File: src/rtl/mult_pkg.sv
// Shared definitions for the sequential multiplier: state encoding, default width
// and the MULT/MULTU function codes the decoder maps onto is_signed.
package mult_pkg;

  localparam int unsigned DefWidth = 32;

  typedef enum logic [1:0] {
    StIdle = 2'd0,
    StRun  = 2'd1,
    StSign = 2'd2,
    StDone = 2'd3
  } mult_state_e;

  localparam logic [5:0] FunctMult  = 6'h18;
  localparam logic [5:0] FunctMultu = 6'h19;

  function automatic logic funct_is_signed(input logic [5:0] funct);
    return funct == FunctMult;
  endfunction

endpackage

File: src/rtl/mult_seq_if.sv
// Request/result bundle between the ID/EX operand path and the multiplier.
interface mult_seq_if import mult_pkg::*; #(
  parameter int unsigned WIDTH = DefWidth
);
  logic             start;
  logic             flush;
  logic             is_signed;
  logic [WIDTH-1:0] a;
  logic [WIDTH-1:0] b;
  logic             busy;
  logic             done;
  logic [WIDTH-1:0] res_hi;
  logic [WIDTH-1:0] res_lo;

  modport master (
    output start, flush, is_signed, a, b,
    input  busy, done, res_hi, res_lo
  );

  modport slave (
    input  start, flush, is_signed, a, b,
    output busy, done, res_hi, res_lo
  );
endinterface

File: src/rtl/mult_acc_add.sv
// Accumulate-step adder: WIDTH-bit sum plus carry-out for the shift-add datapath.
module mult_acc_add #(
  parameter int unsigned WIDTH = 32
) (
  input  logic [WIDTH-1:0] a_i,
  input  logic [WIDTH-1:0] b_i,
  output logic [WIDTH-1:0] sum_o,
  output logic             carry_o
);
  assign {carry_o, sum_o} = {1'b0, a_i} + {1'b0, b_i};
endmodule

File: src/rtl/mult_seq.sv
// Radix-2 shift-add multiplier: WIDTH RUN steps on magnitudes, then a SIGN fix-up
// cycle that writes the registered product halves.
module mult_seq import mult_pkg::*; #(
  parameter int unsigned WIDTH = DefWidth
) (
  input logic        clk,
  input logic        rst,
  mult_seq_if.slave  bus
);
  localparam int unsigned CntW = $clog2(WIDTH);
  localparam logic [2*WIDTH-1:0] ProdOne = (2*WIDTH)'(1);

  mult_state_e      state_q;
  logic [WIDTH-1:0] mcand_q, mplier_q, acc_q;
  logic [CntW-1:0]  cnt_q;
  logic             neg_q;
  logic             busy_q, done_q;
  logic [WIDTH-1:0] res_hi_q, res_lo_q;

  logic [WIDTH-1:0]   addend, sum, a_mag, b_mag;
  logic               carry;
  logic [2*WIDTH-1:0] prod, prod_signed;
  logic               accept;

  assign addend = mplier_q[0] ? mcand_q : '0;

  mult_acc_add #(.WIDTH(WIDTH)) u_add (
    .a_i     (acc_q),
    .b_i     (addend),
    .sum_o   (sum),
    .carry_o (carry)
  );

  // -2^(WIDTH-1) negates to itself, which is the correct unsigned magnitude.
  assign a_mag = (bus.is_signed && bus.a[WIDTH-1]) ? ~bus.a + WIDTH'(1) : bus.a;
  assign b_mag = (bus.is_signed && bus.b[WIDTH-1]) ? ~bus.b + WIDTH'(1) : bus.b;

  assign prod        = {acc_q, mplier_q};
  assign prod_signed = neg_q ? ~prod + ProdOne : prod;
  assign accept      = bus.start && !bus.flush;

  always_ff @(posedge clk or posedge rst) begin
    if (rst) begin
      state_q  <= StIdle;
      mcand_q  <= '0;
      mplier_q <= '0;
      acc_q    <= '0;
      cnt_q    <= '0;
      neg_q    <= 1'b0;
      busy_q   <= 1'b0;
      done_q   <= 1'b0;
      res_hi_q <= '0;
      res_lo_q <= '0;
    end else begin
      unique case (state_q)
        StIdle, StDone: begin
          done_q <= 1'b0;
          if (accept) begin
            mcand_q  <= a_mag;
            mplier_q <= b_mag;
            neg_q    <= bus.is_signed & (bus.a[WIDTH-1] ^ bus.b[WIDTH-1]);
            acc_q    <= '0;
            cnt_q    <= CntW'(WIDTH - 1);
            busy_q   <= 1'b1;
            state_q  <= StRun;
          end else begin
            busy_q  <= 1'b0;
            state_q <= StIdle;
          end
        end
        StRun: begin
          if (bus.flush) begin
            busy_q  <= 1'b0;
            state_q <= StIdle;
          end else begin
            acc_q    <= {carry, sum[WIDTH-1:1]};
            mplier_q <= {sum[0], mplier_q[WIDTH-1:1]};
            cnt_q    <= cnt_q - 1'b1;
            if (cnt_q == '0) state_q <= StSign;
          end
        end
        StSign: begin
          busy_q <= 1'b0;
          if (bus.flush) begin
            state_q <= StIdle;
          end else begin
            {res_hi_q, res_lo_q} <= prod_signed;
            done_q  <= 1'b1;
            state_q <= StDone;
          end
        end
        default: state_q <= StIdle;
      endcase
    end
  end

  assign bus.busy   = busy_q;
  assign bus.done   = done_q;
  assign bus.res_hi = res_hi_q;
  assign bus.res_lo = res_lo_q;
endmodule

File: src/flat_wrapper.sv
// flat-port wrapper written by rule: the top's interface ports become plain ports
module mult_seq_flat import mult_pkg::*;
#(
  parameter int unsigned WIDTH = DefWidth
)
  (clk, rst, bus_start, bus_flush, bus_is_signed, bus_a, bus_b, bus_busy, bus_done, bus_res_hi, bus_res_lo);
  mult_seq_if #(.WIDTH(WIDTH)) bus_i ();
  input logic clk;
  input logic rst;
  input wire logic [$bits(bus_i.start)-1:0] bus_start;
  input wire logic [$bits(bus_i.flush)-1:0] bus_flush;
  input wire logic [$bits(bus_i.is_signed)-1:0] bus_is_signed;
  input wire logic [$bits(bus_i.a)-1:0] bus_a;
  input wire logic [$bits(bus_i.b)-1:0] bus_b;
  output wire logic [$bits(bus_i.busy)-1:0] bus_busy;
  output wire logic [$bits(bus_i.done)-1:0] bus_done;
  output wire logic [$bits(bus_i.res_hi)-1:0] bus_res_hi;
  output wire logic [$bits(bus_i.res_lo)-1:0] bus_res_lo;
  assign bus_i.start = bus_start;
  assign bus_i.flush = bus_flush;
  assign bus_i.is_signed = bus_is_signed;
  assign bus_i.a = bus_a;
  assign bus_i.b = bus_b;
  assign bus_busy = bus_i.busy;
  assign bus_done = bus_i.done;
  assign bus_res_hi = bus_i.res_hi;
  assign bus_res_lo = bus_i.res_lo;
  mult_seq #(.WIDTH(WIDTH)) u_core (.clk(clk), .rst(rst), .bus(bus_i));
endmodule
File: config.mk
export PLATFORM = sky130hd
export DESIGN_NAME = mult_seq_flat
export DESIGN_NICKNAME = d
export VERILOG_FILES = /design/src/rtl/mult_pkg.sv /design/src/rtl/mult_seq_if.sv /design/src/rtl/mult_acc_add.sv /design/src/rtl/mult_seq.sv /design/src/flat_wrapper.sv
export SDC_FILE = /design/constraint.sdc
export NUM_CORES = 1
export LEC_CHECK = 0
export CORE_AREA = 4 4 144 146
export DETAILED_ROUTE_END_ITERATION = 12
export DIE_AREA = 0 0 148 150
export HOLD_SLACK_MARGIN = 0.05
export PLACE_DENSITY = 0.91
export SYNTH_ARGS = -nofsm -noshare
export SYNTH_HDL_FRONTEND = slang
export SYNTH_HIERARCHICAL = 1
export SYNTH_SLANG_ARGS = --single-unit
File: constraint.sdc
create_clock -name clk -period 14.25 [get_ports clk]
set_input_delay 2.85 -clock clk [delete_from_list [all_inputs] [get_ports clk]]
set_output_delay 2.85 -clock clk [all_outputs]
set_load 0.01 [all_outputs]
## Yosys cells after proc, flatten, opt, wreduce, memory -nomap -nowiden

Cells that the tools add are included.

- Add/subtract/negate cells: 5
- Equality and inequality tests: 8
- Multiplexer cells: 23
- Bitwise operators: 6
- Reductions and logical operators: 13

Operator list:

| kind | count |
|---|---|
| 32-bit two-way mux | 7 |
| 32-bit case mux with 2 select lines | 2 |
| 32-bit by 1-bit adder with 32-bit output, second input constant | 2 |
| 64-bit by 1-bit adder with 64-bit output, second input constant | 1 |
| 64-bit two-way mux | 1 |
| 32-bit NOT | 2 |
| 64-bit NOT | 1 |
| 32-bit by 32-bit adder with 33-bit output | 1 |
| 5-bit two-way mux | 2 |
| 5-bit case mux with 2 select lines | 1 |
| 2-bit two-way mux | 3 |
| 2-bit inequality test, second input constant | 3 |
| 2-bit case mux with 3 select lines | 1 |
| 2-bit AND reduction | 3 |
| 5-bit zero test | 1 |
| 5-bit by 1-bit subtractor with 5-bit output, second input constant | 1 |
| 2-bit == test, second input constant | 2 |
| 1-bit two-way mux | 4 |
| 2-bit nonzero test | 2 |
| 1-bit logical AND | 3 |
| 3-bit by 2-bit inequality test with 1-bit output, second input constant | 1 |
| 1-bit case mux with 3 select lines | 1 |
| 3-bit AND reduction | 1 |
| 2-bit by 1-bit == test with 1-bit output, second input constant | 1 |
| 8 further kinds | 8 |

- Register bits after elaboration: 170
- Input bits: 69
- Word-level logic and storage cells: 65

## Depth between registers and ports, before layout

- Depth in word-level cells: 5
- Depth in mapped cells: 12
- Gate-level depth less buffers: 11

## By module

The synthesis kept the hierarchy.

Modules (own cells, without submodules):

| module | times used | cells each | area each (um^2) | sequential area each (um^2) |
|---|---|---|---|---|
| mult_seq | 1 | 1114 | 9591.7 | 4254.1 |
| mult_acc_add | 1 | 258 | 1905.6 | 0.0 |

## Worst setup path after synthesis

Ideal clock, no wire load.

- Path kind: input -> register
- Start point: in bus_a[10]
- End point: reg u_core.mcand_q[17]
- Arrival: 4685 ps
- Data required time: 14117 ps
- Path slack: 9432 ps
- Cell stages on the path: 6
- Path buffers: 0
- Cell sequence: or4_1 or4_1 or2_2 o41ai_1 xor2_1 o21ai_0

- Cells in the longest elaborated chain, start to end: 3

RTL lines:

| item | RTL line | RTL |
|---|---|---|
| from (decl) | flat_wrapper.sv:13 | `input wire logic [$bits(bus_i.a)-1:0] bus_a;` |
| 32-bit NOT | mult_seq.sv:35 | `assign a_mag = (bus.is_signed && bus.a[WIDTH-1]) ? ~bus.a + WIDTH'(1) : bus.a;` |
| 32-bit by 1-bit adder with 32-bit output | mult_seq.sv:35 |  |
| 32-bit two-way mux | mult_seq.sv:35 |  |
| to (signal assigned) | mult_seq.sv:59 | `mcand_q <= a_mag;` |
| to (decl) | mult_seq.sv:14 | `logic [WIDTH-1:0] mcand_q, mplier_q, acc_q;` |

Every way passes these cells.
A chain may end at the register's enable or synchronous reset.

## Final worst setup path

- Start point: in bus_a[8]
- End point: reg u_core.mcand_q[20]

Same word-level chain as after synthesis.

==> results.yml <==
cells_and_area:
  seq_area_um2: 4254
  area_growth_syn_to_layout_pct: 17.25
  drive_above_1_share_pct: 4.895
  nNetsFinal: 1567
  multi_input_area_um2: 6864
  diodes: 0
  fillCellCount: 1519
yosys:
  yosysWarnings: 6
  async_flop_share_pct: 100.0
  syn_area_per_cell_um2: 8.380
  yosysUniqueCellTypes: 79
  synth_area_um2: 11500
  synthFlopType: "dfrtp_1"
  syn_nets: 1480
  synth-edff-count: 0
  ys_ff_latch: 170
  yosysSeqAreaShare_pct: 37.00
  syn_inst: 1372
worst_setup_path:
  path_buf_inv: 1
  crit_path_start_kind: "input port"
  r2r_slack_ns: 10.60
  arrival_ns: 5.34
  path_depth: 7
  crit_family: "simple AND/OR/NAND/NOR gates"
  cp_max_fo: 9
  cp_slowest_stage_delay_ns: 0.54
  critPathLaunch: "bus_a[8]"
  crit_slowest_cell: "or4_1"
  end_kind: "flip-flop"
  regToRegStartpoint: "u_core/mplier_q[0]$_DFFE_PP0P_"
  cp_common_cell: "or4_1"
  crit_type: "input port to flip-flop"
  worstPathCellList: "clkdlybuf4s50_1 -> or4_1 -> or4_1 -> nor3_2 -> a31oi_1 -> xnor2_1 -> o21ai_0"
  reg2reg_depth: 10
  cp.required_ns: 14.53
job:
  drv_cap: 0
global_route:
  grt_pass1_wl_um: 49110
  grt_use_met1_pct: 38.45
  grt_max_degree: 131
  grt_pass1_vias: 9901
  grt_util_all_layers_pct: 27.11
  antenna_found_initial: 0
  met3_usage_pct: 5.179
  busiest_layer: "met2"
  overflow: 0
  grt_use_met2_pct: 41.93
clocking:
  ctsHoldBuffers: 0
  cts_buffers: 17
  post-cts-setup-buffers: 0
  cts.path.max_buffers: 2
  htreeDepth: 4
  cts_tree: "yes"
  clk_latency_ns: 0.43
  cts_resized: 0
  root_buffer: "clkbuf_16"
  clk_pin_slew_ns: 0.06
  cts_sinks: 170
floorplanning:
  pin_count: 135
  die_h_um: 150
  die_w_um: 148
  die_area_um2: 22200
  coreArea_um2: 19400
  initial_core_util_pct: 59.27
  rows: 51
sta:
  min_period_ns: 5.065
  worstMarginPinSlew_ns: 1.153
  clock_skew_ns: 0.006226
  hold_viol: 0
  setup_ws_ns: 9.186
  max-slew-margin-rel_pct: 23.11
  fmax_ghz: 0.1975
  fin_crit_sh_pct: 35.54
  setup_tns_ns: 0
  slew_violations: 0
  rsz0062_at_grt: "no"
  finalSetupViolations: 0
drt:
  routed_wirelength_um: 30170
  post_drt_wl_per_cell_um: 17.38
  ant_nets: 0
  vias: 10540
  vias_per_cell: 6.071
  drt-initial-drc-count: 1067
  drc: 0
  first_pass_iters: 5
power:
  power_density_nw_per_um2: 171.7
  ir_drop_uv: 120.0
  power.total_mw: 2.315
  p_leak_nw: 5.888
hold_path:
  hp-start: "u_core/mcand_q[12]$_DFFE_PP0P_"
  min_path_cells: 2
  min_path_type: "flip-flop to flip-flop"
status:
  status: "completed"
placed_design:
  dp_hpwl_um: 22350
  place_congestion: 0.9892
  io_buffers: 134
  place_ws_ns: 8.767
worst paths after layout:
kind	endpoint
setup / recovery	u_core/mcand_q[20]$_DFFE_PP0P_
setup reg to reg	u_core/acc_q[26]$_DFFE_PP0P_
hold / removal	u_core/mcand_q[12]$_DFFE_PP0P_
min in group asynchronous	u_core/bus.res_hi[18]$_DFFE_PP0N_
max in group asynchronous	u_core/mplier_q[5]$_DFFE_PP0P_
hold reg to reg	u_core/mcand_q[12]$_DFFE_PP0P_
state kept, by name, summed over array words and instances (netlist names):
register and cells:
u_core/cnt_q 5, u_core/mcand_q 32, u_core/bus.done 1, u_core/bus.res_lo 32, u_core/neg_q 1, u_core/state_q 2
u_core/bus.res_hi 32, u_core/acc_q 32, u_core/bus.busy 1, u_core/mplier_q 32
through the flow:
step / utilization [%] / area (µm²) / instances / hold slack (ns)
4_1_cts: 69.49 / 13480 / 1736 / 0.4763
5_1_grt: 69.49 / 13480 / 1736 / 0.4962
3_5_place_dp: 66.68 / 12930 / 1705 / 0.4618
3_3_place_gp: 66.68 / 12930 / 1705 / 0.4522
6_report: 69.49 / 13480 / 1736 / 0.4726
2_1_floorplan: - / 11500 / 1372 / 0.4418
worst reg2reg max path: cells and delay by family (launching register included):
| kind | cells | cell delay (ns) |
|---|---|---|
| AO/OA/AOI/OAI | 4 | 1.39 |
| flip-flops | 1 | 0.91 |
| AND/OR/NAND/NOR | 4 | 0.73 |
| multiplexers | 1 | 0.38 |
| adder cells (fa/ha/maj) | 1 | 0.18 |
layer usage:
| metal | vias to the layer above | part of all wire, % |
|---|---|---|
| li1 | 5068 | - |
| met1 | 4944 | 44 |
| met2 | 465 | 45 |
| met3 | 62 | 8.5 |
| met4 | 0 | 2.2 |
| met5 | - | 0 |
layout by cell type, fill, tap and decap left out, drive strengths merged, types with 5 or more instances in the layout:
cell and count:
dfrtp 170, xor2 99, nand2b 6, a211oi 9, o211ai 18, nand2 248
ha 38, clkinvlp 6, o31ai 30, a31oi 15, or4 24, nand3 65
nor4 13, mux2i 10, xnor2 51, nor2 63, or3b 5, clkbuf 20
nor3 36, or3 17, a21oi 70, nand4 7, buf 7, and2 39
clkdlybuf4s50 134, o21ai 146, o41ai 21, inv 26, or2 8, a21o 17
cell families (layout without fill, tap and decap cells):
| kind of cell | count (synthesis) | after routing | share of synthesized area [%] |
|---|---|---|---|
| multiplexers | 11 | 11 | 0.9686 |
| buffers and inverters | 96 | 195 | 3.450 |
| XOR/XNOR | 150 | 150 | 11.43 |
| AND/OR/NAND/NOR | 549 | 549 | 23.15 |
| adder cells (fa/ha/maj) | 39 | 39 | 4.310 |
| AO/OA/AOI/OAI | 357 | 357 | 19.70 |
| flip-flops | 170 | 170 | 37.00 |
Yosys cell counts, types with 3 or more instances:
cell      count  area share, %
nand4_1       5           0.27
dfrtp_1     170             37
nor4_1       11           0.60
and4_1        3           0.23
inv_1        23           0.75
or3b_2        3           0.23
a41oi_1       4           0.30
o21a_1        3           0.20
nand2_1     248            8.1
nand3_1      65            2.8
a21o_1       15           0.98
a211oi_1      8           0.52
o211ai_1     18            1.2
or2_2         7           0.38
nor3_1       34            1.5
o21ai_0     136            5.9
nand3b_1      3           0.20
o31ai_1      30            2.0
mux2i_1      10           0.87
buf_6         3           0.29
or3_1        17           0.93
xor2_1       99            7.5
and2_1       38            2.1
nor2b_1       4           0.22
a31oi_1      15           0.82
xnor2_1      51            3.9
nor2_1       63            2.1
buf_1         3          0.098
ha_1         38            4.1
o41ai_1      18            1.4
clkbuf_1     63            2.1
a21oi_1      69            3.0
nand2b_1      6           0.33
or4_1        23            1.5
o21ai_1      10           0.44
power by group:
part / internal (mW) / total (mW) / switching, mW
registers: 0.652 / 0.857 / 0.205
clock network: 0.233 / 0.427 / 0.194
logic: 0.438 / 1.03 / 0.594
final cells by class:
cell class	instances	area share (%)
Timing Repair Buffer	141	10.34
Sequential cell	170	31.56
Clock buffer	20	3.388
Clock inverter	11	0.6590
Inverter	23	0.6776
Tap cell	265	2.460
Multi-Input combinational cell	1106	50.92
No activity file was read; power rests on OpenSTA's default activity.
